$ cat config.mk
export PLATFORM = sky130hd
export DESIGN_NAME = r4_srt_iter_ctrl
export DESIGN_NICKNAME = d
export VERILOG_FILES = /design/src/rtl/r4_srt_iter_ctrl.sv
export SDC_FILE = /design/constraint.sdc
export NUM_CORES = 1
export LEC_CHECK = 0
export BUFFER_PORTS_ARGS = -buffer_cell sky130_fd_sc_hd__buf_2
export CAP_MARGIN = 20
export CORE_UTILIZATION = 45
export CTS_BUF_LIST = sky130_fd_sc_hd__clkbuf_4
export DETAILED_ROUTE_END_ITERATION = 10
export HOLD_SLACK_MARGIN = 0.03
export PLACE_DENSITY_LB_ADDON = 0.15
export SYNTH_ARGS = -nofsm -noshare
export SYNTH_HDL_FRONTEND = slang
export SYNTH_SLANG_ARGS = --single-unit
$ cat constraint.sdc
create_clock -name clk -period 4.9 [get_ports clk]
set_input_delay 0.245 -clock clk [delete_from_list [all_inputs] [get_ports clk]]
set_output_delay 0.245 -clock clk [all_outputs]
set_load 0.02 [all_outputs]
$ cat src/rtl/r4_srt_iter_ctrl.sv
// Radix-4 SRT fraction divider core: constant-threshold digit selection, on-the-fly quotient, final sign fix.
// Latency: accept at cycle 0, out_valid_o high at cycle ITERS+2; one operation per ITERS+3 cycles.
// Backpressure: result held stable in DONE until out_ready_i; start_ready_o only in IDLE and masked by flush_i.
module r4_srt_iter_ctrl #(
  parameter  int WIDTH = 54,
  parameter  int ITERS = 27,
  localparam int REM_W = WIDTH + 2,
  localparam int QUO_W = 2 * ITERS + 2
) (
  input  logic             clk,
  input  logic             rst_n,
  input  logic             flush_i,
  input  logic             start_valid_i,
  output logic             start_ready_o,
  input  logic [REM_W-1:0] dividend_i,
  input  logic [WIDTH-1:0] divisor_i,
  output logic             out_valid_o,
  input  logic             out_ready_i,
  output logic [QUO_W-1:0] quo_o,
  output logic [REM_W-1:0] rem_o,
  output logic             rem_zero_o,
  output logic             busy_o
);

  localparam int CNT_W = (ITERS > 2) ? $clog2(ITERS) : 1;
  localparam logic [CNT_W-1:0] CNT_LAST = CNT_W'(ITERS - 1);

  typedef enum logic [1:0] {S_IDLE, S_ITER, S_POST, S_DONE} state_t;

  state_t             state_q;
  logic [CNT_W-1:0]   cnt_q;
  logic [REM_W-1:0]   rem_q;
  logic [WIDTH-1:0]   d_q;
  logic [QUO_W-1:0]   q_q;
  logic [QUO_W-1:0]   qm_q;
  logic [QUO_W-1:0]   quo_q;
  logic               rem_zero_q;
  logic               out_valid_q;

  // Datapath signals
  logic [REM_W-1:0]   d_ext;
  logic signed [5:0]  est;
  logic [4:0]         q_oh;      // {-2,-1,0,+1,+2}
  logic [1:0]         q_dig;
  logic [1:0]         qm_dig;
  logic               q_from_qm;
  logic               qm_from_q;
  logic [REM_W-1:0]   mult;
  logic               sub;
  logic [REM_W-1:0]   rem_d;
  logic [QUO_W-1:0]   q_src;
  logic [QUO_W-1:0]   qm_src;
  logic [QUO_W-1:0]   q_d;
  logic [QUO_W-1:0]   qm_d;
  logic [REM_W-1:0]   rem_fix;
  logic [REM_W-1:0]   rem_corr;

  assign d_ext = {2'b00, d_q};

  // Digit selection: top 6 bits of 4*rem (1/8 units) against constant thresholds
  always_comb begin
    est  = $signed(rem_q[REM_W-3 -: 6]);
    q_oh = 5'b00100;
    if (est >= 6'sd12)       q_oh = 5'b00001;
    else if (est >= 6'sd3)   q_oh = 5'b00010;
    else if (est >= -6'sd4)  q_oh = 5'b00100;
    else if (est >= -6'sd13) q_oh = 5'b01000;
    else                     q_oh = 5'b10000;
  end

  // Divisor multiple mux and on-the-fly conversion digits for the selected q
  always_comb begin
    q_dig     = 2'd0;
    qm_dig    = 2'd3;
    q_from_qm = 1'b0;
    qm_from_q = 1'b0;
    mult      = '0;
    sub       = 1'b0;
    case (q_oh)
      5'b00001: begin q_dig = 2'd2; qm_dig = 2'd1; qm_from_q = 1'b1; mult = d_ext << 1; sub = 1'b1; end
      5'b00010: begin q_dig = 2'd1; qm_dig = 2'd0; qm_from_q = 1'b1; mult = d_ext;      sub = 1'b1; end
      5'b01000: begin q_dig = 2'd3; qm_dig = 2'd2; q_from_qm = 1'b1; mult = d_ext;      end
      5'b10000: begin q_dig = 2'd2; qm_dig = 2'd1; q_from_qm = 1'b1; mult = d_ext << 1; end
      default:  begin end
    endcase
  end

  // Single adder: subtracting a positive multiple uses inverted operand plus carry-in
  assign rem_d  = {rem_q[REM_W-3:0], 2'b00} + (sub ? ~mult : mult) + {{(REM_W-1){1'b0}}, sub};
  assign q_src  = q_from_qm ? qm_q : q_q;
  assign qm_src = qm_from_q ? q_q : qm_q;
  assign q_d    = {q_src[QUO_W-3:0], q_dig};
  assign qm_d   = {qm_src[QUO_W-3:0], qm_dig};

  // Negative final remainder: take Q-1 (held in QM) and add d back
  assign rem_fix  = rem_q + d_ext;
  assign rem_corr = rem_q[REM_W-1] ? rem_fix : rem_q;

  // Control FSM and all architectural state
  always_ff @(posedge clk) begin
    if (!rst_n) begin
      state_q     <= S_IDLE;
      cnt_q       <= '0;
      rem_q       <= '0;
      d_q         <= '0;
      q_q         <= '0;
      qm_q        <= '1;
      quo_q       <= '0;
      rem_zero_q  <= 1'b0;
      out_valid_q <= 1'b0;
    end else if (flush_i) begin
      state_q     <= S_IDLE;
      out_valid_q <= 1'b0;
    end else begin
      case (state_q)
        S_IDLE: begin
          if (start_valid_i) begin
            rem_q   <= dividend_i;
            d_q     <= divisor_i;
            q_q     <= '0;
            qm_q    <= '1;
            cnt_q   <= '0;
            state_q <= S_ITER;
          end
        end
        S_ITER: begin
          rem_q <= rem_d;
          q_q   <= q_d;
          qm_q  <= qm_d;
          cnt_q <= cnt_q + 1'b1;
          if (cnt_q == CNT_LAST) state_q <= S_POST;
        end
        S_POST: begin
          quo_q       <= rem_q[REM_W-1] ? qm_q : q_q;
          rem_q       <= rem_corr;
          rem_zero_q  <= (rem_corr == '0);
          out_valid_q <= 1'b1;
          state_q     <= S_DONE;
        end
        S_DONE: begin
          if (out_ready_i) begin
            out_valid_q <= 1'b0;
            state_q     <= S_IDLE;
          end
        end
        default: state_q <= S_IDLE;
      endcase
    end
  end

  assign start_ready_o = (state_q == S_IDLE) && !flush_i;
  assign busy_o        = (state_q != S_IDLE);
  assign out_valid_o   = out_valid_q;
  assign quo_o         = quo_q;
  assign rem_o         = rem_q;
  assign rem_zero_o    = rem_zero_q;

endmodule
**After elaboration in Yosys (flattened, before gate mapping)**

Cells that the tools add are included.

- Bits in registers: 287
- Input port bits: 115
- Output and inout port bits: 116

- Add/subtract/negate cells: 4
- Magnitude comparators: 4
- Equal/unequal tests: 11
- Multiplexer cells: 28
- Bitwise logic cells: 3
- Reductions and logical operators: 19

Operators by type and width:

| kind | count |
|---|---|
| $mux 56 | 6 |
| $pmux 56 s2 | 2 |
| $pmux 56 s3 | 1 |
| $pmux 55 s2 | 1 |
| $mux 54 | 2 |
| $add 56x1->56 | 1 |
| $add 56x54->56 | 1 |
| $add 56x56->56 | 1 |
| $logic_not 56->1 | 1 |
| $not 56->56 | 1 |
| $mux 5 | 5 |
| $ge 6x3->1 const B | 2 |
| $ge 6x5->1 const B | 2 |
| $pmux 2 s3 | 2 |
| $reduce_and 3->1 | 4 |
| $eq 5x5->1 const B | 2 |
| $pmux 5 s2 | 1 |
| $reduce_or 2->1 | 5 |
| $pmux 2 s4 | 1 |
| $mux 2 | 3 |
| $ne 2x2->1 const B | 3 |
| $reduce_bool 2->1 | 3 |
| $add 5x1->5 const B | 1 |
| $eq 5x1->1 const B | 1 |
| 12 further kinds | 17 |

**Depth between registers and ports, before layout**

- Word-level depth: 13
- Gate-level depth with buffers: 22
- Gate-level depth less buffers: 18

**Worst setup path after synthesis**

No wires, ideal clock.

- Path type: register to register
- From: register rem_q[51], in the netlist rem_o[51]
- To: register rem_q[54], in the netlist rem_o[54]
- Library setup time: 0.096 ns
- Data arrival time: 4.720 ns
- Setup slack: 0.085 ns
- Cell stages (with the launch flop): 22
- Cell sequence: dfxtp_1 > clkbuf_1 > a211o_1 > and3_1 > clkbuf_1 > clkbuf_1 > a22o_1 > nand2_1 > o21ai_0 > ha_1 > and2_1 > a221o_1 > o211ai_1 > nand4b_1 > a31oi_1 > o311ai_0 > a2111o_1 > a31o_2 > a21oi_1 > xnor2_1 > a221oi_1 > nor4b_1

- Cells in the longest elaborated chain, start to end: 13
- Elaborated cells on any way between the ends: 24

Ends and longest elaborated chain:

| element | line | source |
|---|---|---|
| start: declaration | 32 | `logic [REM_W-1:0] rem_q;` |
| start signal: assignment | 118 | `rem_q <= dividend_i;` |
| start signal: assignment | 127 | `rem_q <= rem_d;` |
| start signal: assignment | 135 | `rem_q <= rem_corr;` |
| $ge 6x5->1 | 67 | `else if (est >= -6'sd13) q_oh = 5'b01000;` |
| $mux 5 | 67 |  |
| $mux 5 | 66 | `else if (est >= -6'sd4) q_oh = 5'b00100;` |
| $mux 5 | 65 | `else if (est >= 6'sd3) q_oh = 5'b00010;` |
| $mux 5 | 64 | `if (est >= 6'sd12) q_oh = 5'b00001;` |
| $eq 5x1->1 (tied with other cells) | 79 | `case (q_oh)` |
| $reduce_or 2->1 (no source line) | - |  |
| $pmux 55 s2 | 79 |  |
| $not 56->56 | 89 | `assign rem_d = {rem_q[REM_W-3:0], 2'b00} + (sub ? ~mult : mult) + {{(REM_W-1){1'b0}}, sub};` |
| $mux 56 | 89 |  |
| $add 56x56->56 | 89 |  |
| $add 56x1->56 | 89 |  |
| $pmux 56 s3 (*) | 115 | `case (state_q)` |

Every way passes the cells marked *; elsewhere a longest branch is shown, timed or not.
A chain may end at the register's enable or synchronous reset.

**Worst setup path in the final report**

Ends and elaborated chain as after synthesis.

==> out/qor.yml <==
outcome: "complete, no violations"
cp-start-kind: "flip-flop"
slowest_stage: "a2111o_1"
comb_power_share: 0.353
ios: 231
synth_nets: 3173
drt-pass1-iter-count: 6
power.total_w: 0.00747
hpwl_mm: 58.6
end_kind: "flip-flop"
core_mm2: 0.0476
rows: 80
cts_root_buf: "clkbuf_4"
synth_most_common_cell: "nand2_1"
cp_max_fo: 11
htreeDepth: 3
die_y_um: 221
dieArea_mm2: 0.0490
ant_nets: 0
required_ns: 5.63
cts_buffers: 83
path_class: "flip-flop to flip-flop"
hold_viol: 0
path_common_cell: "o21ai_0"
seqPwrFrac: 0.338
syn_area_mm2: 0.0217
worstMarginPinSlew_ns: 1.04
avgSynthCellArea_um2: 7.38
p_clk_frac: 0.309
synth_cell_types: 84
start_util: 0.454
rsz0062_at_grt: "yes"
cell_internal_pwr_w: 0.00459
postPlaceCellArea_mm2: 0.0239
io_buffers: 230
yosysSeqAreaShare: 0.265
hold-worst-slack_ns: 0.165
max_stage_delay_ns: 0.42
nets: 3512
post-route-period-util: 0.958
num-fill-cells: 4568
arrival_ns: 5.43
viasPerCell: 6.10
cts.path.max_buffers: 3
first_iter_violations: 2199
synth_top_cells_by_count: "nand2_1 (574), dfxtp_1 (287), a21oi_1 (206)"
layout-drive-gt1-share: 0.172
path_clk_slew_ns: 0.07
final_area_mm2: 0.0262
clkLatencyLatePin_ns: 0.87
ys.flop_type: "dfxtp_1"
syn_inst: 2935
path_cells: "a211o_4, a21oi_4, buf_4, buf_12, a22o_1, nand2_1, o21ai_0, ha_1, a21oi_1, o21ai_0, a221oi_2, o21ai_0, a31oi_4, o311ai_2, a2111o_1, a31o_2, a21oi_1, xnor2_1, a221oi_1, nor4b_1"
synth_seq_cells: 287
cts_tree: "built"
max_freq_ghz: 0.213
vias: 24127
final_util: 0.550
finalSetupViolCount: 0
tns_ns: 0
switching_share: 0.386
synthArstFlopShare: 0
synth_top_area_cell: "dfxtp_1"
synth_top_area_frac: 0.265
wl_mm: 84.2
slew_headroom: 0.303
peakVddDrop_mv: 0.238
grt_pass1_vias: 23216
clock-sinks: 287
antenna_found_initial: 3
powerDensity_mw_per_mm2: 285
die_width_um: 221
track_usage: 0.335
grt_max_degree: 210
hp-class: "primary input to flip-flop"
grt_overflow: 0
remaining_drc_errors: 0
synth_warnings: 0
wire_per_inst_um: 21.3
drv_cap: 0
leakagePower_nw: 11.4
yosys-top-cells-area: "dfxtp_1 (27%), nand2_1 (10%), ha_1 (7.0%), a21oi_1 (4.8%), o21ai_0 (4.6%)"
drv_slew: 0
p_switching_w: 0.00288
fin_crit_ns: 4.69
grt_pass1_wl_mm: 131
area_growth_pct: 21.0
synth_edf_count: 0
gp_congestion: 0.964
skew_ns: 0.0516
## cells in the final DEF (no fill, tap or decap), types with 11 or more instances in the layout
cell type,instances
a211oi_1,20
a21boi_0,81
a21o_1,54
a21oi_1,203
a221o_1,20
a221oi_1,23
a22o_1,52
a31oi_1,74
and2_1,19
buf_2,229
buf_4,138
clkbuf_4,119
clkinv_1,16
dfxtp_1,285
dlygate4sd3_1,114
ha_1,120
inv_1,38
mux2_2,15
mux2i_1,66
nand2_1,572
nand3_1,61
nand4_1,36
nor2_1,169
nor2b_1,78
nor3_1,41
nor4_1,11
o2111ai_1,14
o211a_1,60
o211ai_1,36
o21a_1,20
o21ai_0,195
o21bai_1,19
o31ai_1,43
or3_1,12
xnor2_1,54
xor2_1,38
## state kept, by name (all words and copies together) (netlist names)
name	count
cnt_q	5
d_q	54
out_valid_o	1
q_q	56
qm_q	56
quo_o	56
rem_o	56
rem_zero_o	1
state_q	2
## metrics by stage
stage / setup slack (ns) / std cells
2_1_floorplan: 0.0845 / 2935
3_3_place_gp: 0.0734 / 3687
3_5_place_dp: -0.0841 / 3687
5_1_grt: -0.0300 / 3952
4_1_cts: 0.0110 / 3944
6_report: 0.206 / 3953
## critical path, delay by kind of cell (launching register included)
| kind | cells | cell delay (ns) |
|---|---|---|
| flip-flops | 1 | 0.38 |
| AO/OA/AOI/OAI | 14 | 3.14 |
| buffers and inverters | 2 | 0.29 |
| XOR/XNOR | 1 | 0.14 |
| adder cells (fa/ha/maj) | 1 | 0.27 |
| AND/OR/NAND/NOR | 2 | 0.32 |
## final timing paths
kind	to	startpoint	slack (ns)	cells after the start
max	rem_o[54]	rem_o[51]	0.21	20
min	rem_o[48]	dividend_i[48]	0.16	4
max reg2reg	rem_o[54]	rem_o[51]	0.21	20
min reg2reg	quo_o[36]	quo_o[36]	0.49	1
## cell type report
class / count / area, um^2 / area share
multi-input cells: 2373 / 15000 / 0.574
flip-flops and latches: 287 / 5750 / 0.219
repair buffers: 488 / 3450 / 0.132
clock buffers: 119 / 893 / 0.0341
well taps: 615 / 769 / 0.0294
inverters: 41 / 154 / 0.00587
clock inverters: 24 / 136 / 0.00521
diodes: 6 / 15.0 / 0.000573
## cell families after synthesis
kind of cell               count (synthesis)  synth area share
buffers and inverters                    275            0.0481
AOI/OAI and AO/OA                       1006             0.318
adders and majority gates                123            0.0714
and+or+nand+nor                         1071             0.221
xor gates and xnor gates                  92            0.0372
muxes                                     81            0.0383
DFF                                      287             0.265
## metal layers
| layer | GRT usage | wire length (um) | vias to the layer above | share of wire |
|---|---|---|---|---|
| li1 | - | - | 11398 | - |
| met1 | 0.429 | 36100 | 11555 | 0.43 |
| met2 | 0.557 | 39700 | 988 | 0.47 |
| met3 | 0.0555 | 5550 | 186 | 0.066 |
| met4 | 0.134 | 2820 | 0 | 0.034 |
| met5 | 0 | 0 | - | 0 |
## power groups by stage
stage / Clock (W) / Combinational [W] / Sequential [W]
3_5_place_dp: 0 / 0.00249 / 0.00257
5_1_grt: 0.00249 / 0.00285 / 0.00253
6_report: 0.00231 / 0.00264 / 0.00252
4_1_cts: 0.00238 / 0.00257 / 0.00252
2_1_floorplan: 0 / 0.00157 / 0.00259
3_3_place_gp: 0 / 0.00248 / 0.00257
## what timing repair did
action                                 in CTS  in global routing
endpoints found under the hold margin     142                  0
hold buffers                              114                  0
buffers inserted                            0                  3
pin swaps                                   0                  6
resized for setup                           2                 23
setup endpoints to repair                   1                 18
Note: power is estimated with default switching activity, not from simulation.
